$ cat config.mk
export PLATFORM = sky130hd
export DESIGN_NAME = csr_file
export DESIGN_NICKNAME = d
export VERILOG_FILES = /design/src/rtl/csr_file.sv
export SDC_FILE = /design/constraint.sdc
export NUM_CORES = 1
export LEC_CHECK = 0
export ABC_AREA = 1
export ABC_CLOCK_PERIOD_IN_PS = 10800
export BUFFER_PORTS_ARGS = -buffer_cell sky130_fd_sc_hd__buf_2
export CORE_MARGIN = 2
export CORE_UTILIZATION = 50
export CTS_CLUSTER_DIAMETER = 30
export CTS_CLUSTER_SIZE = 10
export DETAILED_ROUTE_END_ITERATION = 16
export PLACE_DENSITY_LB_ADDON = 0.3
export SLEW_MARGIN = 5
export SYNTH_ARGS = -nofsm -noshare
export SYNTH_HDL_FRONTEND = slang
export SYNTH_SLANG_ARGS = --single-unit
$ cat constraint.sdc
create_clock -name clk_i -period 10.8 [get_ports clk_i]
set_clock_uncertainty 0.05 [all_clocks]
set_input_delay 1.62 -clock clk_i [delete_from_list [all_inputs] [get_ports clk_i]]
set_output_delay 1.62 -clock clk_i [all_outputs]
set_load 0.02 [all_outputs]
$ cat src/rtl/csr_file.sv
// Machine-mode CSR file and trap-state holder for the core pipeline.
// Optional: define CSR_COUNTERS_EN to build mcycle/minstret and their user aliases.
package csr_pkg;
  typedef enum logic [1:0] {
    CSR_NONE       = 2'd0,
    CSR_READ_WRITE = 2'd1,
    CSR_SET        = 2'd2,
    CSR_CLR        = 2'd3
  } csr_op_mode_t;
endpackage

module csr_file
  import csr_pkg::*;
#(
  parameter logic [31:0] MTVEC_RESET = 32'h0000_0100,
  parameter logic [31:0] HART_ID     = 32'h0
) (
  input  logic         clk_i,
  input  logic         rst_i,
  input  logic         csr_r_en_i,
  input  logic [11:0]  csr_addr_i,
  input  csr_op_mode_t csr_op_mode_i,
  input  logic [31:0]  csr_w_data_i,
  output logic [31:0]  csr_r_data_o,
  output logic         csr_exception_o,
  input  logic         trap_i,
  input  logic [31:0]  excep_code_i,
  input  logic         load_mcause_i,
  input  logic [31:0]  epc_i,
  input  logic         ret_i,
  input  logic         retire_i,
  output logic [31:0]  mtvec_o,
  output logic [31:0]  mepc_o
);

  localparam logic [11:0] ADDR_MSTATUS  = 12'h300;
  localparam logic [11:0] ADDR_MISA     = 12'h301;
  localparam logic [11:0] ADDR_MIE      = 12'h304;
  localparam logic [11:0] ADDR_MTVEC    = 12'h305;
  localparam logic [11:0] ADDR_MSCRATCH = 12'h340;
  localparam logic [11:0] ADDR_MEPC     = 12'h341;
  localparam logic [11:0] ADDR_MCAUSE   = 12'h342;
  localparam logic [11:0] ADDR_MTVAL    = 12'h343;
  localparam logic [11:0] ADDR_MHARTID  = 12'hF14;
`ifdef CSR_COUNTERS_EN
  localparam logic [11:0] ADDR_MCYCLE    = 12'hB00;
  localparam logic [11:0] ADDR_MCYCLEH   = 12'hB80;
  localparam logic [11:0] ADDR_MINSTRET  = 12'hB02;
  localparam logic [11:0] ADDR_MINSTRETH = 12'hB82;
  localparam logic [11:0] ADDR_CYCLE     = 12'hC00;
  localparam logic [11:0] ADDR_CYCLEH    = 12'hC80;
  localparam logic [11:0] ADDR_INSTRET   = 12'hC02;
  localparam logic [11:0] ADDR_INSTRETH  = 12'hC82;
`endif
  localparam logic [31:0] MISA_VALUE    = 32'h4000_0100;
  localparam logic [31:0] CAUSE_ILLEGAL = 32'd2;

  logic        mstatus_mie_reg;
  logic        mstatus_mpie_reg;
  logic [31:0] mie_reg;
  logic [31:0] mtvec_reg;
  logic [31:0] mscratch_reg;
  logic [31:0] mepc_reg;
  logic [31:0] mcause_reg;
  logic [31:0] mtval_reg;
  logic [31:0] r_data_reg;
  logic        exception_reg;
`ifdef CSR_COUNTERS_EN
  logic [63:0] mcycle_reg;
  logic [63:0] minstret_reg;
`endif

  logic [31:0] mstatus_value;
  logic [31:0] old_value;
  logic [31:0] new_value;
  logic        implemented;
  logic        wants_write;
  logic        illegal;
  logic        do_write;

  assign mstatus_value = {19'b0, 2'b11, 3'b0, mstatus_mpie_reg, 3'b0, mstatus_mie_reg, 3'b0};

  always_comb begin
    old_value   = 32'h0;
    implemented = 1'b1;
    case (csr_addr_i)
      ADDR_MSTATUS:   old_value = mstatus_value;
      ADDR_MISA:      old_value = MISA_VALUE;
      ADDR_MIE:       old_value = mie_reg;
      ADDR_MTVEC:     old_value = mtvec_reg;
      ADDR_MSCRATCH:  old_value = mscratch_reg;
      ADDR_MEPC:      old_value = mepc_reg;
      ADDR_MCAUSE:    old_value = mcause_reg;
      ADDR_MTVAL:     old_value = mtval_reg;
      ADDR_MHARTID:   old_value = HART_ID;
`ifdef CSR_COUNTERS_EN
      ADDR_MCYCLE, ADDR_CYCLE:       old_value = mcycle_reg[31:0];
      ADDR_MCYCLEH, ADDR_CYCLEH:     old_value = mcycle_reg[63:32];
      ADDR_MINSTRET, ADDR_INSTRET:   old_value = minstret_reg[31:0];
      ADDR_MINSTRETH, ADDR_INSTRETH: old_value = minstret_reg[63:32];
`endif
      default:        implemented = 1'b0;
    endcase
  end

  always_comb begin
    new_value = old_value;
    case (csr_op_mode_i)
      CSR_READ_WRITE: new_value = csr_w_data_i;
      CSR_SET:        new_value = old_value | csr_w_data_i;
      CSR_CLR:        new_value = old_value & ~csr_w_data_i;
      default:        new_value = old_value;
    endcase
  end

  // SET/CLR with a zero mask never writes, so they stay legal on read-only CSRs.
  assign wants_write = csr_r_en_i &&
                       ((csr_op_mode_i == CSR_READ_WRITE) ||
                        (((csr_op_mode_i == CSR_SET) || (csr_op_mode_i == CSR_CLR)) &&
                         (csr_w_data_i != 32'h0)));
  assign illegal     = csr_r_en_i &&
                       (!implemented ||
                        (wants_write && ((csr_addr_i[11:10] == 2'b11) || (csr_addr_i == ADDR_MISA))));
  assign do_write    = wants_write && !illegal;

  always_ff @(posedge clk_i or posedge rst_i) begin
    if (rst_i) begin
      mstatus_mie_reg  <= 1'b0;
      mstatus_mpie_reg <= 1'b0;
      mie_reg          <= 32'h0;
      mtvec_reg        <= MTVEC_RESET & ~32'h3;
      mscratch_reg     <= 32'h0;
      mepc_reg         <= 32'h0;
      mcause_reg       <= 32'h0;
      mtval_reg        <= 32'h0;
      r_data_reg       <= 32'h0;
      exception_reg    <= 1'b0;
    end else begin
      if (csr_r_en_i) begin
        r_data_reg <= illegal ? 32'h0 : old_value;
      end
      exception_reg <= illegal;

      if (do_write) begin
        case (csr_addr_i)
          ADDR_MSTATUS: begin
            mstatus_mie_reg  <= new_value[3];
            mstatus_mpie_reg <= new_value[7];
          end
          ADDR_MIE:      mie_reg      <= new_value;
          ADDR_MTVEC:    mtvec_reg    <= new_value & ~32'h3;
          ADDR_MSCRATCH: mscratch_reg <= new_value;
          ADDR_MEPC:     mepc_reg     <= new_value & ~32'h3;
          ADDR_MCAUSE:   mcause_reg   <= new_value;
          ADDR_MTVAL:    mtval_reg    <= new_value;
          default:       ;
        endcase
      end

      // Trap/return state updates come last so they win over a same-edge CSR write.
      if (trap_i) begin
        mepc_reg         <= epc_i & ~32'h3;
        mcause_reg       <= load_mcause_i ? {28'b0, excep_code_i[3:0]} : CAUSE_ILLEGAL;
        mstatus_mpie_reg <= mstatus_mie_reg;
        mstatus_mie_reg  <= 1'b0;
      end else if (illegal) begin
        mepc_reg         <= epc_i & ~32'h3;
        mcause_reg       <= CAUSE_ILLEGAL;
        mstatus_mpie_reg <= mstatus_mie_reg;
        mstatus_mie_reg  <= 1'b0;
      end else if (ret_i) begin
        mstatus_mie_reg  <= mstatus_mpie_reg;
        mstatus_mpie_reg <= 1'b1;
      end
    end
  end

`ifdef CSR_COUNTERS_EN
  logic [63:0] mcycle_next;
  logic [63:0] minstret_next;

  // A write to either half replaces it and skips that edge's increment.
  always_comb begin
    mcycle_next   = mcycle_reg + 64'd1;
    minstret_next = retire_i ? (minstret_reg + 64'd1) : minstret_reg;
    if (do_write && (csr_addr_i == ADDR_MCYCLE)) begin
      mcycle_next = {mcycle_reg[63:32], new_value};
    end else if (do_write && (csr_addr_i == ADDR_MCYCLEH)) begin
      mcycle_next = {new_value, mcycle_reg[31:0]};
    end
    if (do_write && (csr_addr_i == ADDR_MINSTRET)) begin
      minstret_next = {minstret_reg[63:32], new_value};
    end else if (do_write && (csr_addr_i == ADDR_MINSTRETH)) begin
      minstret_next = {new_value, minstret_reg[31:0]};
    end
  end

  always_ff @(posedge clk_i or posedge rst_i) begin
    if (rst_i) begin
      mcycle_reg   <= 64'h0;
      minstret_reg <= 64'h0;
    end else begin
      mcycle_reg   <= mcycle_next;
      minstret_reg <= minstret_next;
    end
  end

  logic unused_inputs;
  assign unused_inputs = ^excep_code_i[31:4];
`else
  logic unused_inputs;
  assign unused_inputs = ^{excep_code_i[31:4], retire_i};
`endif

  assign csr_r_data_o    = r_data_reg;
  assign csr_exception_o = exception_reg;
  assign mtvec_o         = mtvec_reg;
  assign mepc_o          = mepc_reg;

endmodule
==> qor.csv, run 1 <==
metric,value,unit
status,"finished, final reports clean",
vias post-DR,11100,
final worst-path cycle share,49.2,%
CP max-delay cell,clkinv_1,
Post-CTS Hold Fix Bufs,0,
die area,0.0237,mm^2
R2R setup slack,9.01,ns
Lkg Pwr,7.24,nW
initial drt markers,990,
Initial Utilization,51.1,%
Final ANT Viol Nets,0,
clk_lat worst skew,0.54,ns
worst hold start,csr_r_data_o[10],
Row Count,54,
Synth Area in Compound Gates,10.8,%
pin count of the biggest net entering global routing,137,
Slew HR,17.3,%
cell type with the largest total area after synthesis,dfrtp_1,
CP bufs+invs,5,
Multi-input gate area,0.00474,mm^2
Post-synth EDFFs,0,
IO Port Bufs,178,
DR DRC count,0,
fraction of layout cells with a size suffix above 1,18.8,%
Yosys reg bits,223,
NumNets Final,1788,
Hold Path Depth,2,
crit-path leading delay family,buffers and inverters,
Simple-Gate Fraction of Synth Area,31.3,%
Routed WL,37.1,mm
Critical R2R Capture,mcause_reg[1],
min Tclk post-route,5.32,ns
CP Max Fanout,34,
via count of the first global-routing pass,10700,
Yosys cell types,31,
RR Startpoint,mscratch_reg[1],
area share of fa/ha/maj cells after synthesis,0,%
Area Overhead vs Synth,23.7,%
Antenna diodes,0,
Placer Congestion,0.928,
first-pass GRT wire length,58.7,mm
Reg2Reg Depth,8,
Post-Synthesis Cells,1510,
WS Path Type,in -> reg,
antenna violations before repair,2,
CTS tree,yes,
wire per inst,18.7,um
post-CTS setup buffer count,0,
# IOs,214,
height of the chip,154,um
die width,154,um
Achievable Freq,0.188,GHz
share of flip-flops with an asynchronous set or reset,100,%
Post-Synth XOR/XNOR Area,0,%
PD cells,185,mW/mm^2
CP Cell Sequence,buf_2 -> buf_4 -> clkinv_1 -> nor2_1 -> nand3_1 -> nand2_4 -> nand2_2 -> nand2_2 -> inv_2 -> nand2_1 -> buf_4 -> o21ai_0,
WP data required,11.15,ns
CP peak stage delay,1.05,ns
Hold Path Sink,csr_r_data_o[10],
gr ovfl total,0,
Core ar.,0.0220,mm^2
Fill cells,1922,
"count leader, synth",nand2_1,
syn_area_per_cell,7.43,um^2
Storage cell area,0.00558,mm^2
Detailed Routing Iterations Pass 1,5,
via/cell ratio,5.58,
Clock Sinks,223,
Post-CTS Resized,0,
post-route setup TNS,0,ns
clock slew at reported path FFs,0.05,ns
clk root buf,clkbuf_16,
Startpoint Class,input pin,
Final Setup Violations,0,
"Arr. time, crit path",5.66,ns
fin util,63.2,%
largest family of logic cells by synthesized area,simple AND/OR/NAND/NOR gates,
post-synthesis sequential area ratio,49.7,%
RSZ-0062 raised after global routing,no,
min-delay worst type,reg -> reg,
Max clock buf depth,3,
most frequent cells after synthesis,"nand2_1, dfrtp_1, o21ai_0",
CP endpoint kind,flip-flop,
mux cell area share after synthesis,0,%
final hold viol count,0,
dominant cells by area after synthesis,"dfrtp_1, nand2_1, o21ai_0, nand3_1, inv_1",
GRT Total Usage,31.7,%
share of the synthesized area in the top cell type,49.5,%
Post-Syn Area,0.0112,mm^2
post-DP HPWL,22.9,mm
Max H-tree Level,2,
final slew viol count,0,
top_reg_cell synth,dfrtp_1,
Worst Max-Slew Pin Slew,1.24,ns
TritonCTS Buffers,46,
VDD IR max,0.000119,V
Max Cap Viol,0,
number of synthesis warnings,0,
routing by layer:
metal | share of wire (%) | wire, um | global-route usage [%] | vias to the layer above
met5 | 0.073 | 27 | 0 | -
met2 | 45 | 16800 | 49.5 | 578
met4 | 4.1 | 1520 | 13.8 | 4
li1 | - | - | - | 5137
met3 | 9.8 | 3640 | 6.82 | 111
met1 | 41 | 15100 | 43.1 | 5255
how the worst max path moves through the flow:
stage          startpoint               to  slack [ns]  cells after the start
6_report       csr_r_en_i   mcause_reg[21]        5.48                     12
5_1_grt        csr_r_en_i   mcause_reg[18]        5.11                     12
4_1_cts        csr_r_en_i   mcause_reg[21]        5.50                     12
3_5_place_dp   csr_r_en_i    mcause_reg[8]        4.97                     12
3_3_place_gp   csr_r_en_i   mcause_reg[19]        5.03                     12
2_1_floorplan       rst_i  csr_exception_o        3.03                      1
layout by cell type, fill, tap and decap left out, types with 8 or more instances in the layout:
master	netlist	routed
buf_2	21	178
buf_4	14	13
bufinv_16	0	11
clkbuf_16	0	47
clkinv_4	0	8
dfrtp_1	222	222
inv_1	122	121
nand2_1	566	565
nand2_2	11	12
nand3_1	160	160
nor2_1	74	74
nor2_2	10	9
o21ai_0	169	169
o21ai_1	46	46
o22ai_1	9	9
cell type report:
cell class | count | share of cell area, %
clock buffers | 52 | 8.68
clock inverters | 33 | 3.65
inverters | 131 | 3.62
multi-input cells | 1078 | 34.2
flip-flops and latches | 223 | 40.2
well taps | 280 | 2.52
repair buffers | 191 | 7.12
cells by family (layout without fill, tap and decap cells):
logic type	count (synthesis)	in the layout
AND/OR/NAND/NOR	839	839
buffers and inverters	212	407
AO/OA/AOI/OAI	235	235
flip-flops	223	223
other	1	4
report_power, final:
part / switching, mW / total [mW] / leakage (nW) / internal (mW)
Sequential: 0.0108 / 0.860 / 2.91 / 0.849
Clock: 0.488 / 1.56 / 0.827 / 1.07
Combinational: 0.111 / 0.148 / 3.51 / 0.0377
Total: 0.609 / 2.57 / 7.24 / 1.96
stage by stage:
step	cell area, um^2	setup slack (ns)	instances	total power, mW	hold WS (ns)
final	13900	5.48	1988	2.57	0.423
after global routing	13900	5.11	1988	2.63	0.444
after CTS	13900	5.50	1988	2.58	0.421
after detailed placement	12200	4.97	1903	1.02	0.410
after global placement	12200	5.03	1903	1.02	0.407
after floorplan	11200	3.03	1513	0.957	0.392
worst register-to-register path: stages (launching register included):
cell     delay [ns]
dfrtp_1        0.38
nand2_1        0.08
nand2_1        0.06
nor2_1         0.34
nor2_1         0.08
nor2_1         0.38
nand2_1        0.11
nand3_1        0.13
nand2_1        0.07
No activity file was read; power rests on OpenSTA's default activity.
==> run 2: changes to the inputs <==
ABC_CLOCK_PERIOD_IN_PS = 5500   (was 10800)
clock period = 5.5 ns   (was 10.8 ns; I/O delays follow)
==> run 2 against run 1 <==
  * Non-clock buffer count increased by 2
  * Die area stayed put
  * Combinational power rose by 97%
  * Hold slack lost 0.19 ns
  * Flip-flop and latch count did not move
  * Power grew 100%
  * Critical path depth grew 4
  * First-iteration DRC count is 17% higher
  * Wire length down 0.35%
  * Critical path type unchanged
  * Critical endpoint is now mcause_reg[23]
  * Largest cell class unchanged
  * Highest routed layer is now met4
==> qor.csv, run 2 (same netlist as run 1, synthesis figures left out) <==
metric,value,unit
Storage cell area,0.00558,mm^2
DR DRC count,0,
Min Hold Slack,0.234,ns
height of the chip,154,um
Clock Sinks,223,
crit-path leading delay family,simple AND/OR/NAND/NOR gates,
Reg2Reg Depth,8,
pin count of the biggest net entering global routing,128,
clock slew at reported path FFs,0.05,ns
Fill cells,1867,
Placer Congestion,0.945,
Antenna diodes,0,
fraction of layout cells with a size suffix above 1,18.9,%
CP peak stage delay,0.65,ns
first-pass GRT wire length,58.4,mm
pre-CTS setup slack,1.26,ns
initial drt markers,1154,
Max H-tree Level,2,
final hold viol count,0,
Initial Utilization,51.1,%
Max Cap Viol,0,
CP Max Fanout,45,
TritonCTS Buffers,47,
via count of the first global-routing pass,10900,
Critical R2R Capture,mcause_reg[1],
VDD IR max,0.000290,V
fin worst setup slack,1.77,ns
CP Cell Sequence,buf_2 -> nor2_2 -> nand2_2 -> nor2_2 -> nand2_2 -> nand2_1 -> inv_2 -> nand3_2 -> nand2_4 -> nand2_2 -> nand2_2 -> buf_4 -> inv_2 -> nand2_1 -> buf_4 -> o21ai_0,
wire per inst,18.6,um
"most common cell after layout, fill and taps aside",nand2_1,
post-route setup TNS,0,ns
WS Path Type,in -> reg,
NumNets Final,1791,
Routed WL,37.0,mm
GRT Total Usage,31.6,%
# IOs,214,
final slew viol count,0,
die width,154,um
IO Port Bufs,178,
CP Depth,16,
"Arr. time, crit path",4.13,ns
antenna violations before repair,0,
RR Startpoint,mscratch_reg[1],
Worst Setup SP,csr_addr_i[1],
via/cell ratio,5.57,
CP most frequent cell,nand2_2,
post-DP HPWL,23.0,mm
PD cells,369,mW/mm^2
clk_lat worst skew,0.55,ns
vias post-DR,11100,
Multi-input gate area,0.00474,mm^2
CP max-delay cell,inv_2,
min-delay worst type,in -> async,
gr ovfl total,0,
Area Overhead vs Synth,24.5,%
min Tclk post-route,3.73,ns
Worst Setup EP,mcause_reg[23],
R2R setup slack,3.72,ns
Post-CTS Resized,0,
Post-CTS Hold Fix Bufs,0,
RSZ-0062 raised after global routing,no,
CP endpoint kind,flip-flop,
Max clock buf depth,3,
Core ar.,0.0220,mm^2
CTS tree,yes,
Lkg Pwr,7.26,nW
die area,0.0237,mm^2
final worst-path cycle share,67.8,%
post-CTS setup buffer count,0,
Final ANT Viol Nets,0,
Slew HR,16.3,%
CP bufs+invs,5,
clk root buf,clkbuf_16,
Detailed Routing Iterations Pass 1,5,
Final Setup Violations,0,
Worst Max-Slew Pin Slew,1.25,ns
status,"finished, final reports clean",
WP data required,5.91,ns
Achievable Freq,0.268,GHz
most frequent cells in the layout,"nand2_1, dfrtp_1, buf_2",
Row Count,54,
Startpoint Class,input pin,
[run 2: changes by cell type in the layout (fill, tap and decap cells not counted), sizes merged]
| cell | delta |
|---|---|
| buf | +2 |
| clkinv | -6 |
| bufinv | +2 |
| clkinvlp | +6 |
| clkbuf | +1 |
| inv | -3 |
[run 2: power by group]
part | total [mW] | switching (mW) | internal [mW] | leakage (nW)
registers | 1.69 | 0.0212 | 1.67 | 2.91
logic | 0.292 | 0.217 | 0.0758 | 3.52
clock network | 3.17 | 0.955 | 2.22 | 0.841
[run 2: how the worst min path moves through the flow]
stage,slack (ns),to,startpoint,cells past startpoint
after floorplan,0.39,mcause_reg[5],mcause_reg[5],2
after global placement,0.41,csr_r_data_o[0],csr_r_data_o[0],2
after detailed placement,0.41,mcause_reg[5],mcause_reg[5],2
after CTS,0.24,mstatus_mpie_reg,rst_i,2
after global routing,0.28,mepc_o[5],rst_i,2
final,0.23,mscratch_reg[6],rst_i,2
[run 2: through the flow]
stage / power (mW) / instance area (um^2) / instances / util (%)
global placement: 2.00 / 12200 / 1905 / 55.5
floorplan: 1.88 / 11200 / 1513 / -
finish: 5.16 / 14000 / 1990 / 63.6
detailed placement: 2.00 / 12200 / 1905 / 55.5
CTS: 5.17 / 14000 / 1990 / 63.6
global route: 5.29 / 14000 / 1990 / 63.6
[run 2: layout make-up]
cell class              instances  area share, %
clock buffers                  53           8.79
inverters                     131           3.56
repair buffers                193           7.27
well taps                     280           2.51
flip-flops and latches        223           39.9
clock inverters                32           4.00
multi-input cells            1078           33.9
[run 2: routing by layer]
metal	part of all wire, %	global-route usage, %
met2	46	50.3
met3	8.8	4.54
met4	4.1	14.8
met5	0	0
met1	41	43.0
[run 2: worst reg2reg max path: cells and delay by family (launching register included)]
family / cells / cell delay (ns)
simple gates: 8 / 1.22
flops: 1 / 0.37
==> run 3: changes to the inputs <==
ABC_CLOCK_PERIOD_IN_PS = 3100   (was 5500)
clock period = 3.1 ns   (was 5.5 ns; I/O delays follow)
==> run 3 against run 2 <==
  * Critical path depth up 1
  * Non-clock buffer count up 23
  * Clock power up 64%
  * Largest power group unchanged
  * First-iteration DRC count up 0.35%
  * Combinational power up 82%
  * Register-to-register slack worse by 2.3 ns
==> qor.csv, run 3 (same netlist as run 1, synthesis figures left out) <==
metric,value,unit
Max H-tree Level,2,
CP endpoint kind,flip-flop,
final slew viol count,0,
Worst Setup EP,mcause_reg[7],
final hold viol count,0,
clk_lat worst skew,0.54,ns
Critical R2R Capture,mcause_reg[1],
post-CTS setup buffer count,0,
R2R setup slack,1.47,ns
fin worst setup slack,0.789,ns
clock slew at reported path FFs,0.05,ns
Row Count,54,
fraction of layout cells with a size suffix above 1,19.6,%
Min Hold Slack,0.0867,ns
Startpoint Class,input pin,
Power Total,8.72,mW
NumNets Final,1813,
Post-CTS Resized,0,
DR DRC count,0,
Area Overhead vs Synth,25.6,%
GRT Total Usage,31.9,%
first-pass GRT wire length,59.2,mm
Max clock buf depth,3,
most frequent cells in the layout,"nand2_1, dfrtp_1, buf_2",
post-DP HPWL,24.4,mm
Reg2Reg Depth,8,
"Arr. time, crit path",2.73,ns
die area,0.0237,mm^2
TritonCTS Buffers,46,
Routed WL,37.4,mm
min-delay worst type,in -> reg,
Final Setup Violations,0,
Core ar.,0.0220,mm^2
CP Max Fanout,17,
Achievable Freq,0.433,GHz
WP data required,3.52,ns
status,"finished, final reports clean",
VDD IR max,0.000458,V
via count of the first global-routing pass,11100,
RR Startpoint,mie_reg[1],
Slew HR,10.0,%
Worst Max-Slew Pin Slew,1.35,ns
clk root buf,clkbuf_16,
"most common cell after layout, fill and taps aside",nand2_1,
PD cells,619,mW/mm^2
Detailed Routing Iterations Pass 1,6,
vias post-DR,11100,
Max Cap Viol,0,
# IOs,214,
CTS tree,yes,
via/cell ratio,5.51,
pre-CTS setup slack,0.324,ns
gr ovfl total,0,
min Tclk post-route,2.31,ns
IO Port Bufs,178,
final worst-path cycle share,74.6,%
Placer Congestion,0.904,
height of the chip,154,um
antenna violations before repair,2,
Initial Utilization,51.1,%
post-route setup TNS,0,ns
wire per inst,18.6,um
Final ANT Viol Nets,0,
Lkg Pwr,7.36,nW
initial drt markers,1158,
die width,154,um
Worst Setup SP,csr_w_data_i[10],
WS Path Type,in -> reg,
pin count of the biggest net entering global routing,107,
RSZ-0062 raised after global routing,no,
Clock Sinks,223,
## run 3: cell count changes in the layout (fill, tap and decap cells not counted), moves of 3 or more
| cell | change |
|---|---|
| buf_12 | +6 |
| clkbuf_8 | +3 |
| bufinv_16 | -5 |
| clkinv_2 | +3 |
| clkbuf_1 | +7 |
| clkinvlp_4 | -5 |
| buf_4 | +16 |
## run 3: metal layers
metal	vias up	share of wire [%]	global-route usage, %
li1	5199	-	-
met1	5293	41	42.3
met2	522	47	51.9
met3	93	8.7	6.09
met4	2	3.4	13.2
met5	-	0.035	0
## run 3: where the power goes
group	internal, mW	switching [mW]	total (mW)
Clock	3.59	1.61	5.19
Sequential	2.96	0.0382	3.00
Combinational	0.143	0.390	0.532
## run 3: worst min path at each step
stage	from	end	slack [ns]	cells after the start
detailed placement	rst_i	mie_reg[4]	0.36	2
finish	epc_i[28]	mepc_o[28]	0.09	3
global placement	rst_i	mie_reg[4]	0.36	2
floorplan	mcause_reg[5]	mcause_reg[5]	0.39	2
global route	epc_i[28]	mepc_o[28]	0.10	3
CTS	epc_i[28]	mepc_o[28]	0.08	3
## run 3: timing repair
action	4_1_cts	5_1_grt
hold buffers	1	0
setup endpoints to repair	0	0
endpoints found under the hold margin	4	0
## run 3: critical path, stage by stage
cell	delay, ns
buf_2	0.13
nor2_1	0.24
nand2_1	0.09
nor2_1	0.12
nand2_1	0.07
nor2_1	0.11
nand2_1	0.12
nand3_1	0.13
nand2_4	0.09
nand2_2	0.14
nand2_2	0.08
inv_2	0.30
nand2_1	0.13
buf_4	0.20
inv_1	0.16
nand2_1	0.07
nand2_1	0.07
## run 3: stage by stage
step	std cells	instance area, um^2	utilization, %
2_1_floorplan	1513	11200	-
3_3_place_gp	1927	12400	56.6
3_5_place_dp	1927	12400	56.6
4_1_cts	2014	14100	64.2
5_1_grt	2015	14100	64.2
6_report	2015	14100	64.2
## run 3: area by class of cell
type	instances	area [um^2]
timing repair buffer	216	1270
multi-input combinational	1078	4740
fill	1913	7870
tap	280	350
inverter	131	498
clock inverter	23	355
antenna	1	2.50
clock buffer	63	1300
sequential	223	5580
